[src/rtl/cam_pkg.sv]
// rtl/cam_pkg.sv - shared camera sync types: tracker FSM states and Bayer phase masks
package cam_pkg;

  typedef enum logic [1:0] {
    IDLE   = 2'd0,
    FRAME  = 2'd1,
    LINE   = 2'd2,
    VBLANK = 2'd3
  } state_t;

  localparam logic [1:0] BAYER_RGGB = 2'b00;
  localparam logic [1:0] BAYER_GRBG = 2'b01;
  localparam logic [1:0] BAYER_GBRG = 2'b10;
  localparam logic [1:0] BAYER_BGGR = 2'b11;

endpackage

[src/rtl/sync_delay_line.sv]
// rtl/sync_delay_line.sv - clear-on-reset shift register aligning sync/coordinate fields to pixel data
module sync_delay_line #(
  parameter int DEPTH = 5,
  parameter int WIDTH = 8
) (
  input  logic             clk,
  input  logic             rst,
  input  logic [WIDTH-1:0] din,
  output logic [WIDTH-1:0] dout
);

  generate
    if (DEPTH == 0) begin : g_wire
      logic unused_clk_rst;
      assign unused_clk_rst = clk ^ rst;
      assign dout = din;
    end else begin : g_pipe
      logic [WIDTH-1:0] stage [DEPTH];

      always_ff @(posedge clk or posedge rst) begin
        if (rst) begin
          for (int i = 0; i < DEPTH; i++) stage[i] <= '0;
        end else begin
          stage[0] <= din;
          for (int i = 1; i < DEPTH; i++) stage[i] <= stage[i-1];
        end
      end

      assign dout = stage[DEPTH-1];
    end
  endgenerate

endmodule

[src/rtl/bayer_sync_tracker.sv]
// rtl/bayer_sync_tracker.sv - decodes DVP vsync/href into pixel coordinates, Bayer phase and per-frame size
module bayer_sync_tracker
  import cam_pkg::*;
#(
  parameter int   X_WIDTH   = 12,
  parameter int   Y_WIDTH   = 12,
  parameter int   DELAY     = 5,
  parameter logic VSYNC_POL = 1'b1,
  parameter logic HSYNC_POL = 1'b1
) (
  input  logic               clk,
  input  logic               rst,
  input  logic               in_vsync,
  input  logic               in_hsync,
  input  logic [1:0]         pattern,
  output logic [1:0]         mode,
  output logic               out_hsync,
  output logic               out_vsync,
  output logic               out_eol,
  output logic [X_WIDTH-1:0] x_pos,
  output logic [Y_WIDTH-1:0] y_pos,
  output logic [X_WIDTH-1:0] frame_width,
  output logic [Y_WIDTH-1:0] frame_height,
  output logic               meas_valid,
  output logic               width_err
);

  localparam int PW = 5 + X_WIDTH + Y_WIDTH;

  function automatic logic [X_WIDTH-1:0] inc_x(input logic [X_WIDTH-1:0] a);
    return (&a) ? a : a + X_WIDTH'(1);
  endfunction

  function automatic logic [Y_WIDTH-1:0] inc_y(input logic [Y_WIDTH-1:0] a);
    return (&a) ? a : a + Y_WIDTH'(1);
  endfunction

  logic v, h, v_d, h_d, v_q, h_q;
  logic v_rise, v_fall, h_rise, h_fall;

  assign v = (in_vsync == VSYNC_POL);
  assign h = (in_hsync == HSYNC_POL);

  always_ff @(posedge clk or posedge rst) begin
    if (rst) begin
      v_d <= 1'b0;
      h_d <= 1'b0;
      v_q <= 1'b0;
      h_q <= 1'b0;
    end else begin
      v_d <= v;
      h_d <= h;
      v_q <= v_d;
      h_q <= h_d;
    end
  end

  assign v_rise = v_d & ~v_q;
  assign v_fall = ~v_d & v_q;
  assign h_rise = h_d & ~h_q;
  assign h_fall = ~h_d & h_q;

  state_t state, state_n;

  always_ff @(posedge clk or posedge rst) begin
    if (rst) state <= IDLE;
    else     state <= state_n;
  end

  always_comb begin
    state_n = state;
    case (state)
      IDLE:    if (v_rise) state_n = FRAME;
      FRAME:   if (v_fall) state_n = VBLANK;
               else if (h_rise) state_n = LINE;
      LINE:    if (v_fall) state_n = VBLANK;
               else if (h_fall) state_n = FRAME;
      VBLANK:  if (v_rise) state_n = h_rise ? LINE : FRAME;
      default: state_n = IDLE;
    endcase
  end

  logic               pix, line_close, frame_close, len_diff;
  logic               frame_ok, mismatch;
  logic [X_WIDTH-1:0] x, x_cur, line_len, ref_len, last_len;
  logic [Y_WIDTH-1:0] y, y_close;
  logic [1:0]         mode_c;
  logic               vs_c, eol_c;

  assign pix         = (state_n == LINE);
  assign line_close  = (state == LINE) && (h_fall || v_fall);
  assign frame_close = ((state == FRAME) || (state == LINE)) && v_fall;
  assign x_cur       = (state != LINE) ? '0 : inc_x(x);
  assign line_len    = inc_x(x);
  assign y_close     = inc_y(y);
  assign len_diff    = line_close && (y != '0) && (line_len != ref_len);

  // Raw v/h are one cycle ahead of v_d/h_d, so the last pixel is known on its own cycle.
  assign eol_c  = pix & ~(v & h);
  assign vs_c   = v_rise & (state == VBLANK);
  assign mode_c = pix ? {y[0] ^ pattern[1], x_cur[0] ^ pattern[0]} : 2'b00;

  always_ff @(posedge clk or posedge rst) begin
    if (rst) begin
      x        <= '0;
      y        <= '0;
      ref_len  <= '0;
      last_len <= '0;
      mismatch <= 1'b0;
      frame_ok <= 1'b0;
    end else begin
      if (pix) x <= x_cur;
      if (v_rise) begin
        y        <= '0;
        ref_len  <= '0;
        last_len <= '0;
        mismatch <= 1'b0;
        frame_ok <= (state == VBLANK);
      end else if (line_close) begin
        y        <= y_close;
        last_len <= line_len;
        if (y == '0) ref_len <= line_len;
        if (len_diff) mismatch <= 1'b1;
      end
    end
  end

  // Frame results are captured on close, then published together with meas_valid.
  logic               cap_vld, cap_e;
  logic [X_WIDTH-1:0] cap_w;
  logic [Y_WIDTH-1:0] cap_h;

  always_ff @(posedge clk or posedge rst) begin
    if (rst) begin
      cap_vld      <= 1'b0;
      cap_w        <= '0;
      cap_h        <= '0;
      cap_e        <= 1'b0;
      meas_valid   <= 1'b0;
      frame_width  <= '0;
      frame_height <= '0;
      width_err    <= 1'b0;
    end else begin
      cap_vld    <= frame_close & frame_ok;
      meas_valid <= cap_vld;
      if (frame_close) begin
        cap_w <= line_close ? line_len : last_len;
        cap_h <= line_close ? y_close : y;
        cap_e <= mismatch | len_diff;
      end
      if (cap_vld) begin
        frame_width  <= cap_w;
        frame_height <= cap_h;
        width_err    <= cap_e;
      end
    end
  end

  logic [PW-1:0] dec_q, dly_out;

  always_ff @(posedge clk or posedge rst) begin
    if (rst) dec_q <= '0;
    else     dec_q <= {mode_c, pix, vs_c, eol_c,
                       pix ? x_cur : {X_WIDTH{1'b0}},
                       pix ? y : {Y_WIDTH{1'b0}}};
  end

  sync_delay_line #(
    .DEPTH(DELAY),
    .WIDTH(PW)
  ) u_delay (
    .clk (clk),
    .rst (rst),
    .din (dec_q),
    .dout(dly_out)
  );

  assign {mode, out_hsync, out_vsync, out_eol, x_pos, y_pos} = dly_out;

endmodule

[config.mk]
export PLATFORM = sky130hd
export DESIGN_NAME = bayer_sync_tracker
export DESIGN_NICKNAME = d
export VERILOG_FILES = /design/src/rtl/cam_pkg.sv /design/src/rtl/sync_delay_line.sv /design/src/rtl/bayer_sync_tracker.sv
export SDC_FILE = /design/constraint.sdc
export NUM_CORES = 1
export LEC_CHECK = 0
export ABC_AREA = 0
export BUFFER_PORTS_ARGS = -buffer_cell sky130_fd_sc_hd__buf_4
export CORE_ASPECT_RATIO = 1.75
export CORE_MARGIN = 2
export CORE_UTILIZATION = 50
export CTS_CLUSTER_DIAMETER = 60
export DETAILED_ROUTE_END_ITERATION = 8
export PLACE_DENSITY = 0.7
export SLEW_MARGIN = 20
export SYNTH_ARGS = -nofsm -noshare
export SYNTH_HDL_FRONTEND = slang
export SYNTH_HIERARCHICAL = 1
export SYNTH_SLANG_ARGS = --single-unit
export TNS_END_PERCENT = 10
[constraint.sdc]
create_clock -name clk -period 5.05 [get_ports clk]
set_clock_uncertainty 0.15 [all_clocks]
set_input_delay 1.01 -clock clk [delete_from_list [all_inputs] [get_ports clk]]
set_output_delay 1.01 -clock clk [all_outputs]
set_load 0.03 [all_outputs]
Yosys cells after proc, flatten, opt, wreduce, memory -nomap -nowiden. Index checks and enable logic that the tools add are counted.

Output and inout bits: 55. Register bits after elaboration: 282. Bits of input ports: 6. Logic and storage cells: 89.

Add/subtract/negate cells: 2. Equality and inequality tests: 6. Reductions and logical operators: 16. Bitwise gates (word level): 16. Mux-type cells: 24.

Operator list (count): 12-bit 2-to-1 mux (12); 12-bit by 1-bit adder with 12-bit output, second input constant (2); 12-bit AND reduction (2); 2-bit 2-to-1 mux (8); 12-bit zero test (1); 12-bit != test (1); 12-bit nonzero test (1); 1-bit AND (8); 2-bit case mux with 4 select lines (1); 2-bit == test, second input constant (3); 2-bit nonzero test (3); 1-bit inverter (5); 1-bit logical AND (4); 2-bit AND reduction (2); 1-bit 2-to-1 mux (3); 2-bit by 1-bit == test with 1-bit output, second input constant (1); 2-bit zero test (1); 1-bit logical OR (2); 2-bit != test, second input constant (1); 1-bit bitwise XOR (2); 1-bit OR (1).

Depth between registers and ports, before layout. Gate-level depths: netlist (run 1).

Word-level depth: 9. Depth in mapped cells: 10. Gate-level depth less buffers: 9.

Cells and area by module. Netlist (run 1), hierarchy kept.

Modules (own cells, without submodules): bayer_sync_tracker (instances 1, area each 6172.2 um^2, seq. area each 3428.3 um^2, cells each 584); sync_delay_line (instances 1, area each 3849.9 um^2, seq. area each 3628.5 um^2, cells each 175).

Worst setup path after synthesis (run 1). OpenSTA, ideal clock, no wires.

Path type: reg-to-reg. Start point: register state[0]. End point: register x[2]. Path buffers: 1. Required time: 4766 ps. Data arrival time: 2004 ps. Setup time: 134 ps. Clock period less this slack: 2288 ps. Path slack: 2762 ps. Cell stages (with the launch flop): 11. Cell sequence: dfrtp_1 > inv_1 > ha_1 > nand3b_1 > a211oi_1 > a2111oi_4 > o221ai_2 > inv_2 > nand2_1 > buf_2 > o21ai_1.

Cells in the longest elaborated chain, start to end: 4. Elaborated cells on any way between the ends: 14. Those cells by class: eq/ne (5); mux (8); reduce/logical (1).

Ends and longest elaborated chain: start: declaration (RTL line bayer_sync_tracker.sv:63) `state_t state, state_n;`; start signal: assignment (RTL line bayer_sync_tracker.sv:67) `else state <= state_n;`; 2-bit 2-to-1 mux, on equally long branches (RTL line bayer_sync_tracker.sv:77, bayer_sync_tracker.sv:75); 2-bit 2-to-1 mux, on equally long branches (RTL line bayer_sync_tracker.sv:76, bayer_sync_tracker.sv:74); 2-bit case mux with 4 select lines (RTL line bayer_sync_tracker.sv:72) `case (state)`; 2-bit == test (RTL line bayer_sync_tracker.sv:90) `assign pix = (state_n == LINE);`; end signal: assignment (RTL line bayer_sync_tracker.sv:112) `if (pix) x <= x_cur;`; end: declaration (RTL line bayer_sync_tracker.sv:85) `logic [X_WIDTH-1:0] x, x_cur, line_len, ref_len, last_len;`.

Several ways; a longest one is shown, not always the timed one. A chain may end at the register's enable or synchronous reset.

Worst setup path after layout (run 1).
Start point: register state[0]. End point: register x[11].

Same word-level chain as after synthesis.

==> flow_metrics.py, run 1 <==
metrics = {
    "synthesis": {
        "syn-num-nets": 772,
        "synth_top_area_cell": "dfrtp_1",
        "syn_avg_cell_area_um2": 13.2,
        "yosysWarnings": 6,
        "yosys-top-cells-count": "282 x dfrtp_1, 65 x nand2_1, 63 x nor2_1",
        "synthArstFlopShare_pct": 100,
        "synthFlopType": "dfrtp_1",
        "synth_edf_count": 0,
        "yosysMostFrequentCell": "dfrtp_1",
        "synth-seq-cells": 282,
        "netlist_area_um2": 10000,
        "synthDistinctLibCells": 63,
        "seq_area_frac_synth_pct": 70.4,
        "syn_inst": 759,
        "synth_top_cells_by_area": "dfrtp_1 70%, mux2_2 2.8%, nand2_1 2.4%, o21ai_0 2.4%, nor2_1 2.4%",
        "yosysTopAreaCellShare_pct": 70.4,
    },
    "sta": {
        "final-hold-violation-count": 0,
        "period_minus_slack_ns": 3.63,
        "rsz0062_at_grt": "false",
        "fmax_mhz": 275,
        "finalWorstSetupSlack_ns": 1.42,
        "tns_ns": 0,
        "max_slew_margin_pct": 34.8,
        "setup_viol": 0,
        "drv_slew": 0,
        "worst_pin_slew_ns": 0.975,
        "fin_crit_sh_pct": 71.9,
    },
    "setup_path": {
        "critPathSlowestCell": "o221ai_2",
        "path_delay_family": "compound AO/OA/AOI/OAI gates",
        "reg2reg_depth": 9,
        "crit_arrival_ns": 3.85,
        "path_max_fanout": 22,
        "path_class": "reg -> reg",
        "cp_slowest_stage_delay_ns": 0.68,
        "rrSetupSlack_ns": 1.42,
        "critPathCaptureType": "flop",
        "start_kind": "flop",
        "rr_startpoint": "state[0]$_DFF_PP0_",
        "cp_num_buf_inv": 2,
        "required_ns": 5.27,
        "critical_path.reg2reg.endpoint": "x[11]$_DFFE_PP0P_",
        "crit_chain": "inv_1 > ha_1 > nand3b_1 > a211oi_1 > a2111oi_4 > o221ai_2 > inv_2 > nand2_1 > o21ai_0",
    },
    "grt": {
        "grt-ovfl-total": 0,
        "antenna_found_initial": 0,
        "grt_use_total_pct": 16.4,
        "grt_pass1_vias": 5590,
        "grt_max_degree": 86,
        "grt_pass1_wl_um": 28600,
    },
    "cells_and_area": {
        "area_growth_pct": 12.3,
        "multi_input_area_um2": 2510,
        "layout-drive-gt1-share_pct": 18.5,
        "fin_area_um2": 11300,
        "seq_area_um2": 7060,
        "fill_cells": 1573,
        "diodes": 0,
        "nets": 802,
    },
    "clock_tree": {
        "cts_resized": 0,
        "clock-root-buffer": "clkbuf_16",
        "cts_tree": "built",
        "clock_latency_ns": 0.52,
        "clk_pin_slew_ns": 0.07,
        "htree_levels": 1,
        "cts_buffers": 25,
        "clock_sinks": 282,
        "postCtsSetupBuffers": 0,
        "clockBufferDepth": 3,
        "hold_buffers": 0,
    },
    "worst_hold_path": {
        "hold_class": "reg -> reg",
        "worstHoldEndpoint": "u_delay/g_pipe.stage[138]$_DFF_PP0_",
        "whs_path_depth": 0,
        "hold_start": "dec_q[22]$_DFF_PP0_",
    },
    "routing": {
        "drt_first_pass_iters": 7,
        "routed_via_density": 5.24,
        "drt-initial-drc-count": 353,
        "final_antenna_net_count": 0,
        "drt-total-wl_um": 16800,
        "drc": 0,
        "vias": 5516,
        "avgRoutedWirePerCell_um": 16.0,
    },
    "die": {
        "die_w_um": 111,
        "fp.coreArea_um2": 19700,
        "num_rows": 68,
        "die_h_um": 191,
        "fp.dieArea_um2": 21200,
        "ioPinCount": 61,
        "initial_core_util_pct": 50.8,
    },
    "run": {
        "cap_violations": 0,
    },
    "pwr": {
        "peakVddDrop_v": 0.000333,
        "powerDensity_nw_per_um2": 465,
        "leakage_nw": 5.52,
        "fin_total_pwr_mw": 5.24,
    },
    "run_status": {
        "status": "finished clean",
    },
    "place": {
        "io_buffers": 60,
        "dp_slack_ns": 1.44,
        "place_area_um2": 10400,
        "dp_hpwl_um": 11200,
        "gp_congestion": 0.883,
    },
}
worst max path at each step:
stage,from,to,slack [ns],cells past startpoint
floorplan,rst,cap_e$_DFFE_PP0P_,0.22,1
global placement,v_d$_DFF_PP0_,x[11]$_DFFE_PP0P_,1.65,7
detailed placement,v_d$_DFF_PP0_,x[11]$_DFFE_PP0P_,1.44,7
CTS,v_d$_DFF_PP0_,x[11]$_DFFE_PP0P_,1.43,7
global route,state[0]$_DFF_PP0_,x[11]$_DFFE_PP0P_,1.08,9
finish,state[0]$_DFF_PP0_,x[11]$_DFFE_PP0P_,1.42,9
sequential cells by signal (all words and copies together) (netlist names), 2 cells and up:
signal,cells
u_delay/g_pipe.stage,116
dec_q,29
u_delay/dout,29
cap_h,12
cap_w,12
frame_height,12
frame_width,12
last_len,12
ref_len,12
x,12
y,12
state,2
metal layers:
metal  up-vias  GRT usage (%)  part of all wire, %
met5         -              0                    0
met4         0           5.89                  2.5
met3        32           2.25                  5.2
met2       177           28.0                   51
met1      2728           21.6                   41
li1       2579              -                    -
layout by cell type (no fill, tap or decap), types with 4 or more instances in the layout:
master     instances
nand3_1           11
nand2b_1           8
nor2b_1            6
o21ai_1            9
nor2_1            63
ha_1               7
and3_1             6
dfrtp_1          281
and2_1            16
nand2_1           65
a21o_1             4
xor2_1            11
clkinv_2           5
buf_4             67
clkbuf_16         25
inv_1             11
a21oi_1           26
and4_1             4
a211oi_1           8
mux2_2            25
o21ai_0           48
clkbuf_1           7
xnor2_1            6
mux2i_1           16
nand4_1            7
power by group:
part / internal (mW) / switching [mW]
combinational: 0.253 / 0.540
sequential: 2.47 / 0.117
clock: 1.07 / 0.784
area by class of cell:
class	count	area share, %
flip-flops and latches	282	62.7
repair buffers	67	4.47
clock buffers	35	6.16
clock inverters	10	1.12
well taps	245	2.72
multi-input cells	399	22.3
inverters	14	0.545
logic make-up (layout without fill, tap and decap cells):
kind of cell             Yosys count  in the layout  share of synthesized area (%)
XOR/XNOR                          17             17                           1.49
adder cells (fa/ha/maj)            7              7                          0.874
AND/OR/NAND/NOR                  211            211                           10.5
buffers and inverters             78            126                           4.56
multiplexers                      41             41                           4.41
flip-flops                       282            282                           70.4
AO/OA/AOI/OAI                    123            123                           7.75
worst reg2reg max path, stage by stage, from the launching register on:
cell and delay (ns):
dfrtp_1 0.44, inv_1 0.11, ha_1 0.28, nand3b_1 0.14, a211oi_1 0.50, a2111oi_4 0.12
o221ai_2 0.68, inv_2 0.25, nand2_1 0.59, o21ai_0 0.21
stage by stage:
stage               instances  util [%]  hold slack, ns
floorplan                 759         -           0.181
global placement         1007      52.9           0.181
detailed placement       1007      52.9           0.185
CTS                      1052      57.0           0.189
global route             1052      57.0           0.185
finish                   1052      57.0           0.188
Power figures use the tool's default switching activity.
==> run 2: changes to the inputs <==
Settings changed: ABC_AREA 0 to 1.
Clock period 5.05 ns to 3.3 ns, I/O delays scaled along.
==> flow_metrics.py, run 2 <==
metrics = {
    "routing": {
        "avgRoutedWirePerCell_um": 13.7,
        "routed_via_density": 4.83,
        "drt-total-wl_um": 14900,
        "drc": 0,
        "drt_first_pass_iters": 4,
        "final_antenna_net_count": 0,
        "vias": 5238,
        "drt-initial-drc-count": 273,
    },
    "cells_and_area": {
        "area_growth_pct": 14.3,
        "fin_area_um2": 11000,
        "layout-drive-gt1-share_pct": 17.9,
        "regMostFlops": "u_delay/g_pipe.stage",
        "final_common_cell": "dfrtp_1",
        "largest_register_ffs": 116,
        "diodes": 0,
        "mostFrequentLayoutCells": "281 x dfrtp_1, 118 x nand2_1, 77 x nor2_1",
        "stdcell_count": 1084,
        "nets": 838,
    },
    "pwr": {
        "fin_total_pwr_mw": 8.42,
        "leakage_nw": 5.61,
        "peakVddDrop_v": 0.000561,
        "powerDensity_nw_per_um2": 764,
    },
    "synthesis": {
        "synthArstFlopShare_pct": 100,
        "seq_area_frac_synth_pct": 73.1,
        "synth_edf_count": 0,
        "syn_inst": 779,
        "synth_top_cells_by_area": "dfrtp_1 73%, nand2_1 4.6%, nor2_1 3.0%, mux2_2 2.9%, inv_1 2.6%",
        "synthFlopType": "dfrtp_1",
        "yosys-top-cells-count": "282 x dfrtp_1, 118 x nand2_1, 77 x nor2_1",
        "syn_avg_cell_area_um2": 12.4,
        "synth-seq-cells": 282,
        "yosysTopAreaCellShare_pct": 73.1,
        "netlist_area_um2": 9650,
        "synth_top_area_cell": "dfrtp_1",
        "synthDistinctLibCells": 35,
        "syn-num-nets": 792,
        "yosysMostFrequentCell": "dfrtp_1",
        "yosysWarnings": 6,
    },
    "worst_hold_path": {
        "hold_class": "in -> reg",
        "hold_start": "in_hsync",
    },
    "setup_path": {
        "critPathSlowestCell": "nand2_1",
        "rr_startpoint": "state[0]$_DFF_PP0_",
        "cp_num_buf_inv": 2,
        "start_kind": "flop",
        "critPathCaptureType": "flop",
        "path_class": "reg -> reg",
        "cpMostUsedCell": "inv_1",
        "path_max_fanout": 23,
        "cp_slowest_stage_delay_ns": 0.55,
        "crit_chain": "inv_1 > ha_1 > inv_1 > a21oi_2 > a21oi_1 > o221ai_2 > nor2_4 > nand2_1 > o21ai_0",
        "path_delay_family": "simple AND/OR/NAND/NOR gates",
        "required_ns": 3.55,
        "crit_arrival_ns": 3.08,
        "startpoint": "state[0]$_DFF_PP0_",
    },
    "clock_tree": {
        "cts_buffers": 24,
        "clk_pin_slew_ns": 0.06,
        "cts_tree": "built",
        "clock_sinks": 282,
        "postCtsSetupBuffers": 0,
        "clockBufferDepth": 3,
        "clock-root-buffer": "clkbuf_16",
        "htree_levels": 1,
        "clock_latency_ns": 0.51,
    },
    "sta": {
        "max_slew_margin_pct": 47.0,
        "final-hold-violation-count": 0,
        "fmax_mhz": 353,
        "worst_pin_slew_ns": 0.793,
        "fin_crit_sh_pct": 85.8,
        "finalWorstSetupSlack_ns": 0.468,
        "rsz0062_at_grt": "false",
        "setup_viol": 0,
        "tns_ns": 0,
        "drv_slew": 0,
        "period_minus_slack_ns": 2.83,
    },
    "die": {
        "initial_core_util_pct": 50.7,
        "ioPinCount": 61,
        "fp.dieArea_um2": 20500,
        "num_rows": 67,
        "fp.coreArea_um2": 19000,
        "die_w_um": 109,
        "die_h_um": 188,
    },
    "place": {
        "gp_congestion": 0.825,
        "io_buffers": 60,
        "place_area_um2": 10200,
        "dp_slack_ns": 0.559,
        "dp_hpwl_um": 9940,
        "dp_cells": 1039,
    },
    "grt": {
        "grt_pass1_wl_um": 25700,
        "grt_max_degree": 98,
        "antenna_found_initial": 0,
        "grt_pass1_vias": 5349,
        "grt_use_total_pct": 15.7,
        "grt-ovfl-total": 0,
    },
    "run_status": {
        "status": "finished clean",
    },
    "run": {
        "cap_violations": 0,
    },
}
-- run 2: metrics by stage --
step / hold WS (ns) / util, %
finish: 0.152 / 58.0
global route: 0.135 / 58.0
CTS: 0.138 / 58.0
detailed placement: 0.185 / 53.6
global placement: 0.181 / 53.6
floorplan: 0.181 / -
-- run 2: worst paths after layout --
path                                                        to  slack, ns  cells after the start
hold / removal                                   h_d$_DFF_PP0_       0.15                      1
max in group asynchronous  u_delay/g_pipe.stage[132]$_DFF_PP0_       1.61                      4
hold reg to reg             u_delay/g_pipe.stage[99]$_DFF_PP0_       0.19                      0
min in group asynchronous                        v_q$_DFF_PP0_       0.47                      3
setup reg to reg                              x[2]$_DFFE_PP0P_       0.47                      9
setup / recovery                              x[2]$_DFFE_PP0P_       0.47                      9
-- run 2: timing repair --
action | 4_1_cts | 5_1_grt
endpoints found under the hold margin | 9 | 0
resized for setup | 0 | 0
hold buffers | 1 | 0
-- run 2: where the power goes --
group	internal, mW	switching [mW]
registers	3.90	0.194
clock network	1.70	1.18
logic	0.490	0.956
-- run 2: cells by family (layout without fill, tap and decap cells) --
group	count (synthesis)	after routing	synth area share (%)
DFF	282	282	73.1
and+or+nand+nor	249	249	11.1
buffers and inverters	122	186	6.03
AOI/OAI and AO/OA	83	83	4.82
muxes	25	25	2.92
xor gates and xnor gates	11	11	1.08
adders and majority gates	7	7	0.907
-- run 2: metal layers --
| layer | vias up | routed length [um] | global-route usage [%] |
|---|---|---|---|
| met1 | 2559 | 5920 | 19.4 |
| met5 | - | 0 | 0 |
| met2 | 104 | 8010 | 27.4 |
| li1 | 2545 | - | - |
| met3 | 30 | 596 | 2.61 |
| met4 | 0 | 317 | 5.52 |
-- run 2: cell type report --
type,count,area [um2]
fill,1517,8000
inverter,72,277
clock buffer,33,686
tap,241,302
timing repair buffer,70,553
multi-input combinational,375,2020
sequential,282,7060
clock inverter,11,139
==> run 3: changes to the inputs <==
Settings changed: ABC_AREA 1 to 0.
==> flow_metrics.py, run 3 (same netlist as run 1, synthesis figures left out) <==
metrics = {
    "run": {
        "cap_violations": 0,
    },
    "routing": {
        "wl_met1_um": 7280,
        "final_antenna_net_count": 0,
        "wl_met3_um": 784,
        "vias": 5644,
        "routed_via_density": 5.33,
        "drt-initial-drc-count": 392,
        "drc": 0,
        "highest_layer": "met4",
        "avgRoutedWirePerCell_um": 16.6,
        "drt_first_pass_iters": 5,
        "wl_met2_um": 9040,
        "drt-total-wl_um": 17600,
    },
    "setup_path": {
        "start_kind": "flop",
        "cp.depth": 7,
        "path_delay_family": "simple AND/OR/NAND/NOR gates",
        "reg2reg_depth": 7,
        "required_ns": 3.52,
        "critPathCaptureType": "flop",
        "cp_slowest_stage_delay_ns": 0.60,
        "cp_num_buf_inv": 0,
        "critPathSlowestCell": "or4b_2",
        "path_max_fanout": 13,
        "path_class": "reg -> reg",
        "crit_arrival_ns": 3.15,
        "crit_chain": "ha_1 > nand3_1 > xor2_1 > or4b_2 > o221a_2 > nor4_2 > a211oi_1",
    },
    "clock_tree": {
        "postCtsSetupBuffers": 0,
        "cts_buffers": 24,
        "hold_buffers": 0,
        "cts_tree": "built",
        "clock_latency_ns": 0.51,
        "clock-root-buffer": "clkbuf_16",
        "cts_resized": 0,
        "clock_sinks": 282,
        "clockBufferDepth": 3,
        "clk_pin_slew_ns": 0.07,
        "htree_levels": 1,
    },
    "die": {
        "num_rows": 68,
        "fp.coreArea_um2": 19700,
        "die_w_um": 111,
        "fp.dieArea_um2": 21200,
        "initial_core_util_pct": 50.8,
        "die_h_um": 191,
        "ioPinCount": 61,
    },
    "cells_and_area": {
        "multi_input_area_um2": 2510,
        "nets": 810,
        "final_common_cell": "dfrtp_1",
        "seq_area_um2": 7060,
        "regMostFlops": "u_delay/g_pipe.stage",
        "fin_area_um2": 11300,
        "largest_register_ffs": 116,
        "stdcell_count": 1059,
        "layout-drive-gt1-share_pct": 19.3,
        "fill_cells": 1593,
        "area_growth_pct": 13.2,
        "diodes": 0,
        "mostFrequentLayoutCells": "281 x dfrtp_1, 74 x buf_4, 65 x nand2_1",
    },
    "run_status": {
        "status": "finished clean",
    },
    "pwr": {
        "peakVddDrop_v": 0.000636,
        "leakage_nw": 5.57,
        "fin_total_pwr_mw": 8.12,
        "powerDensity_nw_per_um2": 716,
    },
    "grt": {
        "grt_pass1_vias": 5758,
        "grt_pass1_wl_um": 29100,
        "grt_max_degree": 85,
        "antenna_found_initial": 0,
        "grt_use_total_pct": 16.8,
        "grt-ovfl-total": 0,
    },
    "sta": {
        "max_slew_margin_pct": 53.4,
        "period_minus_slack_ns": 2.93,
        "drv_slew": 0,
        "setup_viol": 0,
        "fin_crit_sh_pct": 88.9,
        "final-hold-violation-count": 0,
        "timing.hold.ws_ns": 0.0384,
        "rsz0062_at_grt": "false",
        "finalWorstSetupSlack_ns": 0.365,
        "worst_pin_slew_ns": 0.698,
        "fmax_mhz": 341,
    },
    "place": {
        "place_area_um2": 10500,
        "gp_congestion": 0.867,
        "io_buffers": 60,
        "dp_cells": 1016,
        "dp_slack_ns": 0.415,
        "dp_hpwl_um": 11900,
    },
    "worst_hold_path": {
        "hold_class": "in -> async",
    },
}
[run 3: cell types whose count changed in the layout (fill, tap and decap cells not counted), sizes merged, moves of 12 or more]
cell   delta
inv      -58
nand2    -55
o22ai    -24
a21oi    +18
nand3    -18
nor2     -17
and2     +16
mux2i    +16
o21ai    +12
[run 3: cell type report]
class / instances / area share [%]
timing repair buffer: 76 / 5.25
sequential: 282 / 62.2
inverter: 14 / 0.518
tap: 245 / 2.70
clock buffer: 37 / 6.44
clock inverter: 6 / 0.772
multi-input combinational: 399 / 22.1
[run 3: final timing paths]
check                                                   start                            endpoint  slack [ns]
max in group asynchronous                                 rst  u_delay/g_pipe.stage[64]$_DFF_PP0_        2.06
hold reg to reg            u_delay/g_pipe.stage[48]$_DFF_PP0_          u_delay/dout[19]$_DFF_PP0_        0.19
hold / removal                                            rst                 dec_q[27]$_DFF_PP0_        0.04
setup / recovery                             x[0]$_DFFE_PP0P_                mismatch$_DFFE_PP0P_        0.37
min in group clk                                     in_vsync                       v_d$_DFF_PP0_        0.13
setup reg to reg                             x[0]$_DFFE_PP0P_                mismatch$_DFFE_PP0P_        0.37
[run 3: through the flow]
step | TNS (ns) | utilization, %
final | 0 | 57.5
after floorplan | -161.36 | -
after CTS | 0 | 57.5
after detailed placement | 0 | 53.3
after global routing | 0 | 57.5
after global placement | 0 | 53.3
[run 3: worst reg2reg max path, delay by kind of cell, from the launching register on]
family	cells	cell delay, ns
compound gates	2	0.28
xor+xnor	1	0.26
fa+ha+maj	1	0.52
flops	1	0.53
simple gates	3	1.04
[run 3: where the power goes]
group / total [mW] / switching (mW) / internal (mW)
Clock: 2.86 / 1.18 / 1.68
Combinational: 1.30 / 0.850 / 0.446
Sequential: 3.96 / 0.180 / 3.78
Total: 8.12 / 2.21 / 5.91
[run 3: metal layers]
layer,up-vias,GRT usage (%)
li1,2599,-
met1,2863,21.3
met2,149,29.4
met3,33,2.60
met4,0,6.08
met5,-,0
